$ cat config.mk
export PLATFORM = sky130hd
export DESIGN_NAME = pc_fetch_unit
export DESIGN_NICKNAME = d
export VERILOG_FILES = /design/src/rtl/pc_fetch_unit.sv
export SDC_FILE = /design/constraint.sdc
export NUM_CORES = 1
export LEC_CHECK = 0
export ABC_AREA = 1
export ABC_CLOCK_PERIOD_IN_PS = 7700
export CORE_AREA = 4 4 86 96
export CTS_CLUSTER_SIZE = 8
export DETAILED_ROUTE_END_ITERATION = 10
export DIE_AREA = 0 0 90 100
export DONT_BUFFER_PORTS = 1
export PLACE_DENSITY = 0.69
export RECOVER_POWER = 50
export SETUP_SLACK_MARGIN = 0.4
export SYNTH_ARGS = -nofsm -noshare
export SYNTH_HDL_FRONTEND = slang
export SYNTH_SLANG_ARGS = --single-unit
$ cat constraint.sdc
create_clock -name i_clk -period 7.7 [get_ports i_clk]
set_clock_uncertainty 0.05 [all_clocks]
set_input_delay 1.54 -clock i_clk [delete_from_list [all_inputs] [get_ports i_clk]]
set_output_delay 1.54 -clock i_clk [all_outputs]
set_load 0.01 [all_outputs]
$ cat src/rtl/pc_fetch_unit.sv
// Program-counter owner and instruction fetcher: issues BRAM reads, registers the returned
// word and hands it to decode with instr_valid until the PC control logic strobes an update.
module pc_fetch_unit #(
  parameter int unsigned PC_W    = 12,
  parameter int unsigned INSTR_W = 64
) (
  input  logic               i_clk,
  input  logic               i_rst,
  input  logic               i_start,
  input  logic [PC_W:0]      i_prog_len,
  input  logic               i_clken_pc,
  input  logic               i_load_pc,
  input  logic               i_incr_pc,
  input  logic [PC_W-1:0]    i_load_value_pc,
  output logic               o_imem_en,
  output logic [PC_W-1:0]    o_imem_addr,
  input  logic [INSTR_W-1:0] i_imem_rdata,
  output logic [PC_W-1:0]    o_pc,
  output logic [INSTR_W-1:0] o_instr,
  output logic               o_instr_valid,
  output logic               o_busy,
  output logic               o_done,
  output logic               o_err_oob
);

  typedef enum logic [1:0] {StIdle, StWait, StRun, StDone} state_e;

  state_e             r_state, w_state_d;
  logic [PC_W-1:0]    r_pc, w_pc_d;
  logic [INSTR_W-1:0] r_instr, w_instr_d;
  logic               r_valid, w_valid_d;
  logic               r_done;
  logic               r_err, w_err_d;
  logic               w_imem_en;
  logic [PC_W-1:0]    w_imem_addr;
  logic [PC_W:0]      w_next_pc;

  // One extra bit so pc+1 at the top of the address space reaches prog_len instead of wrapping.
  always_comb begin
    if (i_load_pc) begin
      w_next_pc = {1'b0, i_load_value_pc};
    end else begin
      w_next_pc = {1'b0, r_pc} + {{PC_W{1'b0}}, 1'b1};
    end
  end

  always_comb begin
    w_state_d   = r_state;
    w_pc_d      = r_pc;
    w_instr_d   = r_instr;
    w_valid_d   = r_valid;
    w_err_d     = r_err;
    w_imem_en   = 1'b0;
    w_imem_addr = r_pc;
    case (r_state)
      StIdle: begin
        if (i_start) begin
          w_err_d = 1'b0;
          if (i_prog_len != '0) begin
            w_imem_en   = 1'b1;
            w_imem_addr = '0;
            w_pc_d      = '0;
            w_state_d   = StWait;
          end else begin
            w_state_d = StDone;
          end
        end
      end
      StWait: begin
        w_instr_d = i_imem_rdata;
        w_valid_d = 1'b1;
        w_state_d = StRun;
      end
      StRun: begin
        if (i_clken_pc && (i_load_pc || i_incr_pc)) begin
          if (i_load_pc && (w_next_pc >= i_prog_len)) begin
            w_err_d   = 1'b1;
            w_valid_d = 1'b0;
            w_state_d = StDone;
          end else if (!i_load_pc && (w_next_pc == i_prog_len)) begin
            w_valid_d = 1'b0;
            w_state_d = StDone;
          end else begin
            w_imem_en   = 1'b1;
            w_imem_addr = w_next_pc[PC_W-1:0];
            w_pc_d      = w_next_pc[PC_W-1:0];
            w_valid_d   = 1'b0;
            w_state_d   = StWait;
          end
        end
      end
      StDone: begin
        w_valid_d = 1'b0;
        w_state_d = StIdle;
      end
      default: begin
        w_state_d = StIdle;
      end
    endcase
  end

  always_ff @(posedge i_clk) begin
    if (i_rst) begin
      r_state <= StIdle;
      r_pc    <= '0;
      r_instr <= '0;
      r_valid <= 1'b0;
      r_done  <= 1'b0;
      r_err   <= 1'b0;
    end else begin
      r_state <= w_state_d;
      r_pc    <= w_pc_d;
      r_instr <= w_instr_d;
      r_valid <= w_valid_d;
      r_done  <= (w_state_d == StDone);
      r_err   <= w_err_d;
    end
  end

  assign o_imem_en     = w_imem_en & ~i_rst;
  assign o_imem_addr   = w_imem_addr;
  assign o_pc          = r_pc;
  assign o_instr       = r_instr;
  assign o_instr_valid = r_valid;
  assign o_busy        = (r_state != StIdle);
  assign o_done        = r_done;
  assign o_err_oob     = r_err;

endmodule

## After elaboration in Yosys (flattened, before gate mapping)

Index checks and enable logic that the tools add are counted.

| operators by class | value |
|---|---|
| add/subtract/negate cells | 1 |
| reductions and logical operators | 12 |
| mux-type cells | 25 |
| eq/ne operators | 8 |
| bitwise operators | 2 |
| magnitude comparators | 1 |

Operators by type and width:

| operator | number |
|---|---|
| 2-to-1 mux 12 bit | 5 |
| one-hot mux 12 bit (2 select lines) | 1 |
| adder 12 x 1 -> 13 bit (second input constant) | 1 |
| equality test 13 bit | 1 |
| greater-or-equal comparator 13 bit | 1 |
| 2-to-1 mux 13 bit | 1 |
| nonzero test 13 bit | 1 |
| 2-to-1 mux 2 bit | 5 |
| 2-to-1 mux 1 bit | 9 |
| one-hot mux 2 bit (4 select lines) | 1 |
| equality test 2 bit (second input constant) | 3 |
| != test 2 bit (second input constant) | 3 |
| one-hot mux 1 bit (2 select lines) | 2 |
| AND reduction 4 bit | 1 |
| nonzero test 2 bit | 2 |
| logical AND 1 bit | 3 |
| one-hot mux 1 bit (3 select lines) | 1 |
| nonzero test 3 bit | 1 |
| equality test 2 x 1 -> 1 bit (second input constant) | 1 |
| zero test 2 bit | 1 |
| AND reduction 2 bit | 1 |
| AND 1 bit | 1 |
| zero test 1 bit | 1 |
| logical OR 1 bit | 1 |
| NOT 1 bit | 1 |

| storage, ports and cells | value |
|---|---|
| flip-flop bits (word level) | 81 |
| word-level logic and storage cells | 55 |
| bits of input ports | 95 |
| output and inout bits | 93 |

## Longest topological paths before layout

| depth | value |
|---|---|
| depth after elaboration | 9 |
| mapped depth | 22 |
| gate-level depth less buffers | 21 |

## Worst setup path before layout

No wires, ideal clock.

| timing path | value |
|---|---|
| path kind | input to output |
| from | input port i_load_pc |
| to | output port o_imem_addr[5] |
| path slack | 2.809 ns |
| stages | 17 |
| required time | 6.110 ns |
| arrival time | 3.301 ns |
| cells stage by stage | inv_1 buf_2 nand2_1 o22ai_1 inv_1 ha_1 nand2_1 nor2_1 nand2_2 nor3_2 nor2_1 nand2_2 nand2_4 nand2_4 buf_12 nand2_2 nand2_1 |

| on the way | value |
|---|---|
| word-level cells in the longest chain between the ends | 7 |
| elaborated cells between the ends (all ways) | 12 |
| classes of those cells | 1 x order compare; 1 x eq/ne; 5 x mux; 5 x reduce/logical |

Ends and longest elaborated chain:

| element | line | RTL |
|---|---|---|
| from (decl) | 12 | `input logic i_load_pc,` |
| branches (longest 5 deep; another with greater-or-equal comparator 13 bit) | -- |  |
| 2-to-1 mux 12 bit * | 75 | `if (i_clken_pc && (i_load_pc \|\| i_incr_pc)) begin` |
| one-hot mux 12 bit (2 select lines) * | 55 | `case (r_state)` |
| to (decl) | 16 | `output logic [PC_W-1:0] o_imem_addr,` |

Every way passes the cells marked *.

## Worst setup path in the final report

| timing path | value |
|---|---|
| from | input port i_load_pc |
| to | output port o_imem_addr[2] |

Same word-level chain as after synthesis.

==> flow_summary.yaml <==
status:
  outcome: "complete, but fails checks"
  failed_checks: "max-capacitance violations, max-slew violations"
clocking:
  root_buffer: "clkbuf_8"
  h-tree-depth: 3
  cts.clk_slew.worst_paths_ns: 0.08
  cts_buffer_depth: 2
  cts_buffers: 9
  cts_resized: 0
  cts_tree: "yes"
  clk_latency_ns: 0.34
  hold_buffers: 0
  numClockSinks: 81
  cts_setup_buffers: 0
timing:
  final.min_clock_period_ns: 5.40
  setup_viol: 0
  clock.fmax_mhz: 185
  finalHoldViolCount: 0
  relSlewSlack_pct: -49.6
  rsz0062_at_grt: "false"
  fin_setup_tns_ns: 0
  holdWs_ns: 0.523
  period_share_pct: 70.2
  worst_pin_slew_ns: 2.24
  finalMaxSlewViolations: 68
power:
  p_comb_share_pct: 10.8
  switching_power_uw: 255
  power.internal_uw: 650
  seq_power_share_pct: 54.2
  power.leakage_nw: 1.92
  swShare_pct: 28.1
  p_total_uw: 905
  power_density_mw_per_mm2: 220
  clock_power_share_pct: 35.0
  vdd_drop_max_v: 0.000124
setup_path:
  arrival_ns: 3.81
  cp_data_required_time_ns: 6.11
  crit_type: "in2out"
  worstPathMaxFanout: 16
  r2r_start: "o_pc[1]"
  crit_slowest_cell: "or2_2"
  worstPathCellList: "inv_1 > or2_2 > nand2_1 > inv_1 > ha_1 > nand2_1 > nor2_1 > nand2_2 > nor2_1 > nor2_1 > nand3_1 > nand2_2 > nand2_2 > nand2_4 > nand2_4 > o21ai_0 > inv_1"
  cp-end-kind: "output port"
  crit_family: "simple AND/OR/NAND/NOR gates"
  crit_start: "i_load_pc"
  critPathBufInv: 3
  reg2reg_slack_ns: 4.35
  slowest_delay_ns: 0.33
  critPathLaunchType: "primary input"
global_route:
  grt_overflow: 0
  grt_usage_pct: 21.9
  antenna_found_initial: 0
  grt_max_degree: 68
  grt_pass1_wl_microns: 16200
  first_global_vias: 3406
floorplanning:
  die_w_microns: 90
  die-area_sq_mm: 0.00900
  io_pins: 188
  rows: 33
  coreArea_sq_mm: 0.00731
  die_h_microns: 100
  initial_utilization_pct: 53.7
route:
  wirelength_microns: 10100
  detail_route.first_pass.iterations: 5
  viasPerCell: 5.40
  initialDrtViolationCount: 125
  num_vias: 3494
  wl_per_cell_microns: 15.6
  drc_errors: 0
  ant_nets: 0
run:
  maxCapViolations: 1
synthesis:
  netlist_area_sq_mm: 0.00392
  yosysWarnings: 0
  synth_seq_cells: 81
  synthCells: 571
  synthesis.nets: 680
  avgSynthCellArea_sq_um: 6.87
  synthDistinctLibCells: 30
  synth.yosys.seq_area_share_pct: 41.3
final_layout:
  antenna_cells: 0
  area_growth_pct: 4.78
  fillers: 694
  drive_gt1_share_pct: 8.93
  layout.nets: 664
worst_hold_path:
  hp-start: "o_pc[10]"
  hp-class: "reg2reg"
place:
  gp_congestion: 0.857
  dp_hpwl_microns: 7410
  portBuffers: 0
==> tightest hold or removal path, delay by kind of cell (launching register included) <==
family | cells | cell delay [ns]
and+or+nand+nor | 1 | 0.10
DFF | 1 | 0.38
AOI/OAI and AO/OA | 1 | 0.05
==> path summary, 6_finish.rpt <==
check / cells after the start / endpoint
max: 17 / o_imem_addr[2]
min: 2 / o_pc[10]
max reg2reg: 20 / o_pc[2]
min reg2reg: 2 / o_pc[10]
==> stage by stage <==
stage                     area (sq um)  setup WS, ns  util [%]  cells
after floorplan                   3920          2.81         -    571
after global placement            3910          2.39      53.5    631
after detailed placement          3910          2.29      53.5    631
after CTS                         4120          2.29      56.3    647
after global routing              4110          2.04      56.3    647
final                             4110          2.30      56.3    647
==> layout make-up <==
type                            instances  area [sq um]  area share, %
Sequential cell                        81          1620           39.4
Tap cell                               87           109           2.65
Inverter                               53           199           4.84
Clock inverter                          4          51.3           1.25
Multi-Input combinational cell        409          1970           48.0
Timing Repair Buffer                    1          3.75         0.0913
Clock buffer                           12           155           3.77
==> power groups by stage <==
stage / Sequential, mW / Combinational [mW] / Clock, mW
final: 0.490 / 0.0980 / 0.317
after global routing: 0.494 / 0.116 / 0.343
after CTS: 0.491 / 0.0988 / 0.323
after detailed placement: 0.499 / 0.0989 / 0
after global placement: 0.500 / 0.0943 / 0
after floorplan: 0.490 / 0.0876 / 0
==> synth_stat cells <==
master / n / area share (%)
nor2_2: 3 / 0.48
nand2_2: 15 / 2.4
buf_2: 5 / 0.64
buf_6: 1 / 0.29
xor2_1: 1 / 0.22
nor2_1: 149 / 14
o21ai_0: 78 / 9.9
buf_1: 1 / 0.096
a21oi_2: 6 / 1.3
o21ai_1: 3 / 0.38
inv_1: 51 / 4.9
nand4_1: 3 / 0.48
nand2_4: 2 / 0.57
o21bai_1: 1 / 0.19
nor2_4: 3 / 0.86
nor3_1: 3 / 0.38
clkbuf_1: 19 / 1.8
a21oi_1: 15 / 1.9
dfxtp_1: 81 / 41
nand3_1: 28 / 3.6
inv_2: 2 / 0.19
nor3_2: 1 / 0.26
nand2_1: 79 / 7.6
or2_2: 1 / 0.16
buf_4: 1 / 0.19
and2_1: 1 / 0.16
o22ai_1: 1 / 0.16
ha_1: 14 / 4.5
nor4_1: 2 / 0.32
buf_12: 1 / 0.51
==> registers in the layout (all words and copies together) (netlist names) <==
register       flops
o_done             1
o_err_oob          1
o_pc              12
o_instr           64
o_instr_valid      1
r_state            2
==> per-layer routing <==
layer	GRT usage [%]	wire length, microns	vias to the layer above
met5	0	0	-
met4	9.54	182	0
met3	7.57	1020	16
met2	37.5	5000	168
met1	25.0	3860	1536
li1	-	-	1774
==> cells in the final DEF, fill, tap and decap left out, types with 2 or more instances in the layout <==
cell type / netlist / routed
nor3_1: 3 / 3
clkbuf_1: 19 / 2
nand4_1: 3 / 3
a21oi_1: 15 / 15
nand3_1: 28 / 28
nand2_2: 15 / 15
o21ai_1: 3 / 2
inv_2: 2 / 3
nand2_4: 2 / 2
dfxtp_1: 81 / 81
nand2_1: 79 / 79
nor4_1: 2 / 2
nor2_1: 149 / 148
inv_1: 51 / 50
ha_1: 14 / 14
clkbuf_8: 0 / 11
a21oi_2: 6 / 6
o21ai_0: 78 / 79
nor2_2: 3 / 3
nor2_4: 3 / 4
==> cell families after synthesis <==
logic type,Yosys count,share of synthesized area (%)
XOR/XNOR,1,0.223
adder cells (fa/ha/maj),14,4.46
flip-flops,81,41.3
AO/OA/AOI/OAI,104,13.9
buffers and inverters,81,8.61
AND/OR/NAND/NOR,290,31.4
No activity file was read; power rests on OpenSTA's default activity.
